<file path="src/rtl/program_loader.sv">
// program_loader: receives a valid/ready byte stream of the form
// header N, then N big-endian 16-bit words, and writes them into a
// 32-entry instruction memory. Addresses N..31 are filled with NOP_WORD.
// After all 32 writes, load_done is raised and held. A header outside
// 1..32 raises load_err instead. Both levels clear on start or RST.
module program_loader #(
  parameter int                 ADDR_W   = 5,
  parameter int                 INSTR_W  = 16,
  parameter int                 BYTE_W   = 8,
  parameter logic [INSTR_W-1:0] NOP_WORD = '0
) (
  input  logic               CLK,
  input  logic               RST,
  input  logic [BYTE_W-1:0]  byte_in,
  input  logic               byte_valid,
  output logic               byte_ready,
  input  logic               start,
  output logic               mem_we,
  output logic [ADDR_W-1:0]  mem_addr,
  output logic [INSTR_W-1:0] mem_wdata,
  output logic               load_done,
  output logic               load_err
);

  localparam int DEPTH = 1 << ADDR_W;
  localparam logic [ADDR_W:0] PTR_ONE  = (ADDR_W+1)'(1);
  localparam logic [ADDR_W:0] PTR_LAST = (ADDR_W+1)'(DEPTH - 1);
  localparam logic [ADDR_W:0] PTR_FULL = (ADDR_W+1)'(DEPTH);

  typedef enum logic [2:0] {
    S_HDR, S_HI, S_LO, S_FILL, S_DONE, S_ERR
  } state_t;

  state_t               r_state;
  state_t               w_state_nxt;
  logic [ADDR_W:0]      r_n, w_n_nxt;
  logic [ADDR_W:0]      r_wr_ptr, w_ptr_nxt;
  logic [BYTE_W-1:0]    r_hi, w_hi_nxt;
  logic                 r_byte_ready;
  logic                 r_mem_we, w_mem_we;
  logic [ADDR_W-1:0]    r_mem_addr, w_mem_addr;
  logic [INSTR_W-1:0]   r_mem_wdata, w_mem_wdata;
  logic                 r_load_done, r_load_err;
  logic                 w_xfer;
  logic                 w_hdr_ok;
  logic [ADDR_W:0]      w_ptr_inc;

  assign w_xfer    = byte_valid & r_byte_ready;
  assign w_hdr_ok  = (int'(byte_in) >= 1) && (int'(byte_in) <= DEPTH);
  assign w_ptr_inc = r_wr_ptr + PTR_ONE;

  // State register together with word count, write pointer and held hi byte
  always_ff @(posedge CLK) begin
    if (RST) begin
      r_state  <= S_HDR;
      r_n      <= '0;
      r_wr_ptr <= '0;
      r_hi     <= '0;
    end else begin
      r_state  <= w_state_nxt;
      r_n      <= w_n_nxt;
      r_wr_ptr <= w_ptr_nxt;
      r_hi     <= w_hi_nxt;
    end
  end

  // Next-state decode: frame parsing, fill sequencing and reload handling
  always_comb begin
    w_state_nxt = r_state;
    case (r_state)
      S_HDR:  if (w_xfer) w_state_nxt = w_hdr_ok ? S_HI : S_ERR;
      S_HI:   if (w_xfer) w_state_nxt = S_LO;
      S_LO: begin
        if (w_xfer) begin
          if (w_ptr_inc == r_n) w_state_nxt = (r_n == PTR_FULL) ? S_DONE : S_FILL;
          else                  w_state_nxt = S_HI;
        end
      end
      S_FILL: if (r_wr_ptr == PTR_LAST) w_state_nxt = S_DONE;
      S_DONE: if (start) w_state_nxt = S_HDR;
      S_ERR:  if (start) w_state_nxt = S_HDR;
      default: w_state_nxt = S_HDR;
    endcase
  end

  // Output/datapath decode: next write strobe, address, data and counters
  always_comb begin
    w_mem_we    = 1'b0;
    w_mem_addr  = r_mem_addr;
    w_mem_wdata = r_mem_wdata;
    w_n_nxt     = r_n;
    w_ptr_nxt   = r_wr_ptr;
    w_hi_nxt    = r_hi;
    case (r_state)
      S_HDR: begin
        if (w_xfer && w_hdr_ok) begin
          w_n_nxt   = byte_in[ADDR_W:0];
          w_ptr_nxt = '0;
        end
      end
      S_HI: begin
        if (w_xfer) w_hi_nxt = byte_in;
      end
      S_LO: begin
        if (w_xfer) begin
          w_mem_we    = 1'b1;
          w_mem_addr  = r_wr_ptr[ADDR_W-1:0];
          w_mem_wdata = {r_hi, byte_in};
          w_ptr_nxt   = w_ptr_inc;
        end
      end
      S_FILL: begin
        w_mem_we    = 1'b1;
        w_mem_addr  = r_wr_ptr[ADDR_W-1:0];
        w_mem_wdata = NOP_WORD;
        w_ptr_nxt   = w_ptr_inc;
      end
      default: ;
    endcase
  end

  // Registered outputs; load_done trails the final write pulse by one cycle
  always_ff @(posedge CLK) begin
    if (RST) begin
      r_byte_ready <= 1'b0;
      r_mem_we     <= 1'b0;
      r_mem_addr   <= '0;
      r_mem_wdata  <= '0;
      r_load_done  <= 1'b0;
      r_load_err   <= 1'b0;
    end else begin
      r_byte_ready <= (w_state_nxt == S_HDR) || (w_state_nxt == S_HI) ||
                      (w_state_nxt == S_LO);
      r_mem_we     <= w_mem_we;
      r_mem_addr   <= w_mem_addr;
      r_mem_wdata  <= w_mem_wdata;
      r_load_done  <= (r_state == S_DONE) && (w_state_nxt == S_DONE);
      r_load_err   <= (w_state_nxt == S_ERR);
    end
  end

  assign byte_ready = r_byte_ready;
  assign mem_we     = r_mem_we;
  assign mem_addr   = r_mem_addr;
  assign mem_wdata  = r_mem_wdata;
  assign load_done  = r_load_done;
  assign load_err   = r_load_err;

endmodule
</file>
<file path="config.mk">
export PLATFORM = sky130hd
export DESIGN_NAME = program_loader
export DESIGN_NICKNAME = d
export VERILOG_FILES = /design/src/rtl/program_loader.sv
export SDC_FILE = /design/constraint.sdc
export NUM_CORES = 1
export LEC_CHECK = 0
export CAP_MARGIN = 10
export CORE_MARGIN = 2
export CORE_UTILIZATION = 47
export DETAILED_ROUTE_END_ITERATION = 10
export PLACE_DENSITY = 0.8
export SETUP_SLACK_MARGIN = 0.4
export SYNTH_ARGS = -nofsm -noshare
export SYNTH_HDL_FRONTEND = slang
export SYNTH_SLANG_ARGS = --single-unit
</file>
<file path="constraint.sdc">
create_clock -name CLK -period 2.5 [get_ports CLK]
set_clock_uncertainty 0.2 [all_clocks]
set_input_delay 0.5 -clock CLK [delete_from_list [all_inputs] [get_ports CLK]]
set_output_delay 0.5 -clock CLK [all_outputs]
set_load 0.005 [all_outputs]
</file>
==> results.json, run 1 <==
{
  "pin_count": 37,
  "reg2reg_from": "r_wr_ptr[3]",
  "finalNonFillerCells": 351,
  "gp_congestion": 0.8772,
  "drc": 0,
  "grt_pass1_wl_mm": 8.045,
  "min_to": "mem_addr[2]",
  "grtUsageMet2_pct": 32.61,
  "grt_max_degree": 36,
  "fillers": 327,
  "setup_violations": 0,
  "criticalPathCategory": "in -> reg",
  "ant_nets": 0,
  "design.die.area_mm2": 0.005097,
  "drt-pass1-iter-count": 5,
  "drive_gt1_share_pct": 24.08,
  "routed_wl_mm": 5.445,
  "timing.rr.end": "r_state[1]",
  "p_leak_nw": 1.023,
  "die_w_um": 71.39,
  "outcome": "finished clean",
  "io_buffers": 36,
  "crit_path_start": "byte_in[0]",
  "synth_ff_type": "dfxtp_1",
  "cts_buffers": 5,
  "min_path_cells": 2,
  "ys_seq_elements": 48,
  "synth_area_mm2": 0.002135,
  "clock-sinks": 48,
  "cp-end-kind": "register",
  "yosys_warnings": 0,
  "synth_area_leader_cell": "dfxtp_1",
  "dp_cells": 331,
  "ff2ff_setup_slack_ps": 420,
  "cpMaxStageDelayCell": "or4_4",
  "required_ps": 2500,
  "die_h_um": 71.39,
  "fin_nets": 311,
  "ys_top_cells_by_area": "dfxtp_1, nor2_1, mux2i_1",
  "synth_edf_count": 0,
  "coreArea_mm2": 0.004354,
  "syn_to_final_growth_pct": 37.40,
  "clockBufferDepth": 2,
  "p_total_mw": 1.452,
  "clkTransAtPathRegs_ps": 90,
  "peakVddDrop_uv": 387.7,
  "rr_worst_depth": 5,
  "grtUsageTotal_pct": 19.94,
  "critPathMaxFanout": 4,
  "use_met3_pct": 3.516,
  "hpwl_mm": 3.504,
  "grt_pass1_vias": 1721,
  "report.final.hold_viol_count": 0,
  "cp_cell_sequence": "buf_2 > or4_4 > or3_4 > a41oi_4 > nor2_2 > a311oi_2",
  "arrival_ps": 2090,
  "hp-class": "reg -> reg",
  "finalWorstSetupSlack_ps": 401.5,
  "tritoncts": "yes",
  "worstSetupStartpointType": "primary input",
  "worstHoldStart": "mem_addr[2]",
  "synthCells": 241,
  "synth_area_per_cell_um2": 8.857,
  "postCtsHoldBufs": 0,
  "ys_seq_area_share_pct": 45.02,
  "busiest_layer": "met2",
  "htreeDepth": 2,
  "rsz0062_at_grt": "true",
  "max_freq_mhz": 476.5,
  "async_flop_share_pct": 0,
  "finalSetupTns_ps": 0,
  "synth_top_cell_area_share_pct": 45.02,
  "antenna_found_initial": 0,
  "critPathMaxStageDelay_ps": 540,
  "worstSkewPairLatency_ps": 290,
  "min_period_over_period_pct": 83.94,
  "drtIter0Drc": 185,
  "overflow": 0,
  "n_antenna_cell": 0,
  "slew_viol_final": 0,
  "worstMarginPinSlew_ps": 665.0,
  "max_cap_violations": 0,
  "layout_min_cycle_time_ps": 2099,
  "synth_cell_types": 47,
  "slew_headroom_pct": 55.66,
  "synth_fp_nets": 254,
  "routed-via-count": 1986,
  "power_density_mw_per_mm2": 495.1,
  "mostFrequentLayoutCells": "dfxtp_1, nor2_1, clkdlybuf4s50_1, buf_4, nand2_1",
  "num_rows": 24,
  "final_common_cell": "dfxtp_1",
  "start_util_pct": 49.02,
  "preCtsSetupSlack_ps": -195.9,
  "grtUsageMet1_pct": 26.11,
  "root_buffer": "clkbuf_8",
  "wl_per_cell_um": 15.51,
  "viasPerCell": 5.658
}
## kinds of logic (layout without fill, tap and decap cells)
family / Yosys count / in the layout / share of synthesized area [%]
flip-flops: 48 / 48 / 45.02
AO/OA/AOI/OAI: 59 / 59 / 19.81
XOR/XNOR: 6 / 6 / 2.462
buffers and inverters: 18 / 76 / 3.868
AND/OR/NAND/NOR: 95 / 95 / 21.69
multiplexers: 14 / 14 / 6.565
adder cells (fa/ha/maj): 1 / 1 / 0.5861
## layout make-up
| type | instances | area (um2) | area share, % |
|---|---|---|---|
| Clock buffer | 5 | 68.82 | 2.346 |
| Tap cell | 52 | 65.06 | 2.218 |
| Inverter | 4 | 15.01 | 0.5119 |
| Multi-Input combinational cell | 175 | 1209 | 41.21 |
| Sequential cell | 48 | 975.9 | 33.28 |
| Timing Repair Buffer | 64 | 574.3 | 19.58 |
| Clock inverter | 3 | 25.02 | 0.8532 |
## flip-flops by register name (all words and copies together), names as in the netlist
name and count:
r_wr_ptr 6, r_n 6, mem_we 1, mem_wdata 16, r_hi 8, load_err 1
mem_addr 5, load_done 1, r_state 3, byte_ready 1
## worst max-delay path by stage
stage	slack [ps]	endpoint	depth (start not counted)
after floorplan	390	r_wr_ptr[3]	5
after global placement	-130	r_wr_ptr[2]	6
after detailed placement	-200	r_wr_ptr[3]	6
after CTS	380	r_wr_ptr[2]	6
after global routing	360	r_state[1]	6
final	400	r_wr_ptr[2]	6
## what timing repair did
item | CTS | global route
setup endpoints to repair | 18 | 30
pin swaps | 6 | 10
setup buffers | 3 | 9
resized for setup | 29 | 19
endpoints found under the hold margin | 0 | 0
## per-stage QoR
stage               util, %  hold WS, ps  area (um2)
floorplan                 -        252.7        2138
global placement      60.37        244.9        2629
detailed placement    60.37        248.1        2629
CTS                   64.02        260.1        2788
global route          67.36        279.7        2933
finish                67.36        259.7        2933
## synth_stat cells, types with 2 or more instances
| cell | n |
|---|---|
| buf_6 | 2 |
| dfxtp_1 | 48 |
| a311oi_1 | 3 |
| a31o_2 | 2 |
| a31oi_1 | 3 |
| and2_1 | 2 |
| xnor2_1 | 4 |
| nand3_1 | 6 |
| inv_1 | 4 |
| or2_2 | 2 |
| a21oi_1 | 16 |
| nor3_1 | 4 |
| xor2_1 | 2 |
| mux2i_1 | 14 |
| clkbuf_1 | 11 |
| and3_1 | 2 |
| a211oi_1 | 2 |
| nand2_1 | 19 |
| a22oi_1 | 16 |
| o21ai_0 | 8 |
| nor2_1 | 42 |
| or3_1 | 4 |
## power breakdown
group,switching [mW],internal [mW]
Clock,0.276,0.204
Combinational,0.0980,0.0812
Sequential,0.0169,0.775
Total,0.391,1.06
## worst max-delay path, delay by kind of cell
kind / cells / cell delay [ps]
AOI/OAI and AO/OA: 2 / 490
buffers and inverters: 1 / 100
and+or+nand+nor: 3 / 1000
## per-layer routing
layer  share of wire [%]  vias to the layer above
met1                  46                      959
met4                0.97                        0
li1                    -                      974
met5                   0                        -
met3                 4.0                        4
met2                  49                       49
(Power assumes the default switching activity.)
==> run 2, diff against run 1 <==
- clock period: 2.5 -> 2.17 ns (I/O delays scaled with it)
==> run 2 against run 1 <==
Via count up 5.7%. Register-to-register slack worse by 300 ps. Total power up 26%. Sequential power up 15%. Global-route usage up 3.4 points. Routed wire length up 13%.
==> results.json, run 2 (synthesized netlist as in run 1, its figures left out) <==
{
  "max_cap_violations": 0,
  "pwr-share-seq_pct": 49.9,
  "design.die.area_mm2": 0.005097,
  "report.final.hold_viol_count": 0,
  "p_total_mw": 1.825,
  "slew_viol_final": 0,
  "grt_pass1_vias": 1967,
  "drt-pass1-iter-count": 4,
  "num_rows": 24,
  "coreArea_mm2": 0.004354,
  "worstSetupStartpointType": "register",
  "drive_gt1_share_pct": 38.78,
  "pwr-share-comb_pct": 13.6,
  "min_period_over_period_pct": 94.33,
  "setup_violations": 0,
  "critPathMaxFanout": 6,
  "mostFrequentLayoutCells": "nor2_1, buf_4, dfxtp_1, dlymetal6s2s_1, dfxtp_2",
  "io_buffers": 36,
  "place_area_mm2": 0.002768,
  "max_freq_mhz": 488.5,
  "grt_pass1_wl_mm": 9.453,
  "n_antenna_cell": 0,
  "arrival_ps": 2060,
  "viasPerCell": 5.769,
  "cp_cell_sequence": "ha_4 > and3b_2 > or3_4 > a31o_4 > a31o_4 > a221oi_2",
  "required_ps": 2180,
  "switching_power_mw": 0.4387,
  "layout_min_cycle_time_ps": 2047,
  "pin_count": 37,
  "power_switching_share_pct": 24.04,
  "clkPwrFrac_pct": 36.5,
  "clock-sinks": 48,
  "hp-class": "reg -> reg",
  "power_density_mw_per_mm2": 566.4,
  "start_util_pct": 49.02,
  "routed-via-count": 2100,
  "drtIter0Drc": 166,
  "root_buffer": "clkbuf_8",
  "clkTransAtPathRegs_ps": 80,
  "cts_buffers": 5,
  "die_h_um": 71.39,
  "tritoncts": "yes",
  "antenna_found_initial": 0,
  "worstMarginPinSlew_ps": 358.0,
  "grt_max_degree": 43,
  "cp-end-kind": "register",
  "peakVddDrop_uv": 429.3,
  "cpMostUsedCell": "a31o_4",
  "final_common_cell": "nor2_1",
  "ant_nets": 0,
  "gp_congestion": 0.8519,
  "p_leak_nw": 1.484,
  "overflow": 0,
  "outcome": "finished clean",
  "cpMaxStageDelayCell": "dfxtp_4",
  "clockBufferDepth": 2,
  "die_w_um": 71.39,
  "final_util_pct": 73.99,
  "finalSetupTns_ps": 0,
  "dp_cells": 344,
  "drc": 0,
  "wl_per_cell_um": 16.87,
  "hpwl_mm": 3.796,
  "critPathBufInv": 0,
  "worstSkewPairLatency_ps": 290,
  "finalInstanceArea_mm2": 0.003222,
  "internal_power_mw": 1.386,
  "grtUsageTotal_pct": 23.31,
  "fin_nets": 324,
  "htreeDepth": 2,
  "finalNonFillerCells": 364,
  "syn_to_final_growth_pct": 50.94,
  "criticalPathCategory": "reg -> reg",
  "routed_wl_mm": 6.140,
  "rsz0062_at_grt": "true",
  "cp_top_family": "compound AO/OA/AOI/OAI gates",
  "slew_headroom_pct": 76.13,
  "critPathMaxStageDelay_ps": 390,
  "largest_reg_flops": 16
}
==> run 2: cell count changes in the layout (fill, tap and decap cells not counted), sizes merged, moves of 2 or more <==
cell	delta
clkdlybuf4s50	-27
dlymetal6s2s	+18
buf	+14
dlygate4sd2	+9
inv	-2
==> run 2: worst paths after layout <==
| check | slack, ps | to | startpoint | depth (start not counted) |
|---|---|---|---|---|
| hold / removal | 270 | mem_addr[3] | mem_addr[3] | 2 |
| hold reg to reg | 270 | mem_addr[3] | mem_addr[3] | 2 |
| setup reg to reg | 120 | load_err | r_wr_ptr[1] | 6 |
| setup / recovery | 120 | load_err | r_wr_ptr[1] | 6 |
==> run 2: routing by layer <==
| layer | GRT usage [%] | vias up | share of wire, % |
|---|---|---|---|
| met4 | 7.757 | 0 | 1.2 |
| li1 | - | 996 | - |
| met3 | 4.219 | 9 | 5.5 |
| met1 | 29.56 | 1015 | 40 |
| met2 | 40.02 | 80 | 54 |
| met5 | 0 | - | 0 |
==> run 2: area by class of cell <==
cell class	instances	area, um2
clock buffers	6	82.58
clock inverters	2	38.79
fillers	278	1132
inverters	4	15.01
multi-input cells	175	1292
flip-flops and latches	48	999.7
well taps	52	65.06
repair buffers	77	728.2
==> run 2: power groups by stage <==
stage          Clock [mW]  Sequential, mW  Combinational, mW
5_1_grt             0.704           0.912              0.266
4_1_cts             0.676           0.909              0.224
2_1_floorplan           0           0.929              0.106
6_report            0.667           0.910              0.249
3_3_place_gp            0           0.932              0.200
3_5_place_dp            0           0.932              0.202
==> run 2: worst reg2reg max path, cell delays in order (launching register included) <==
cell      delay (ps)
dfxtp_4          390
ha_4             190
and3b_2          190
or3_4            330
a31o_4           230
a31o_4           220
a221oi_2         220
==> run 2: stage by stage <==
stage               hold slack (ps)  worst slack [ps]
floorplan                     252.7             124.2
global placement              244.9            -396.9
detailed placement            254.2            -498.3
CTS                           265.3             106.5
global route                  299.5             71.11
finish                        265.3             123.1
==> run 2: what timing repair did <==
| item | CTS | global route |
|---|---|---|
| setup endpoints to repair | 61 | 50 |
| cloned | 1 | 0 |
| gates resized for setup | 63 | 50 |
| pin swaps | 14 | 16 |
| hold buffers | 0 | 0 |
| buffers inserted | 7 | 4 |
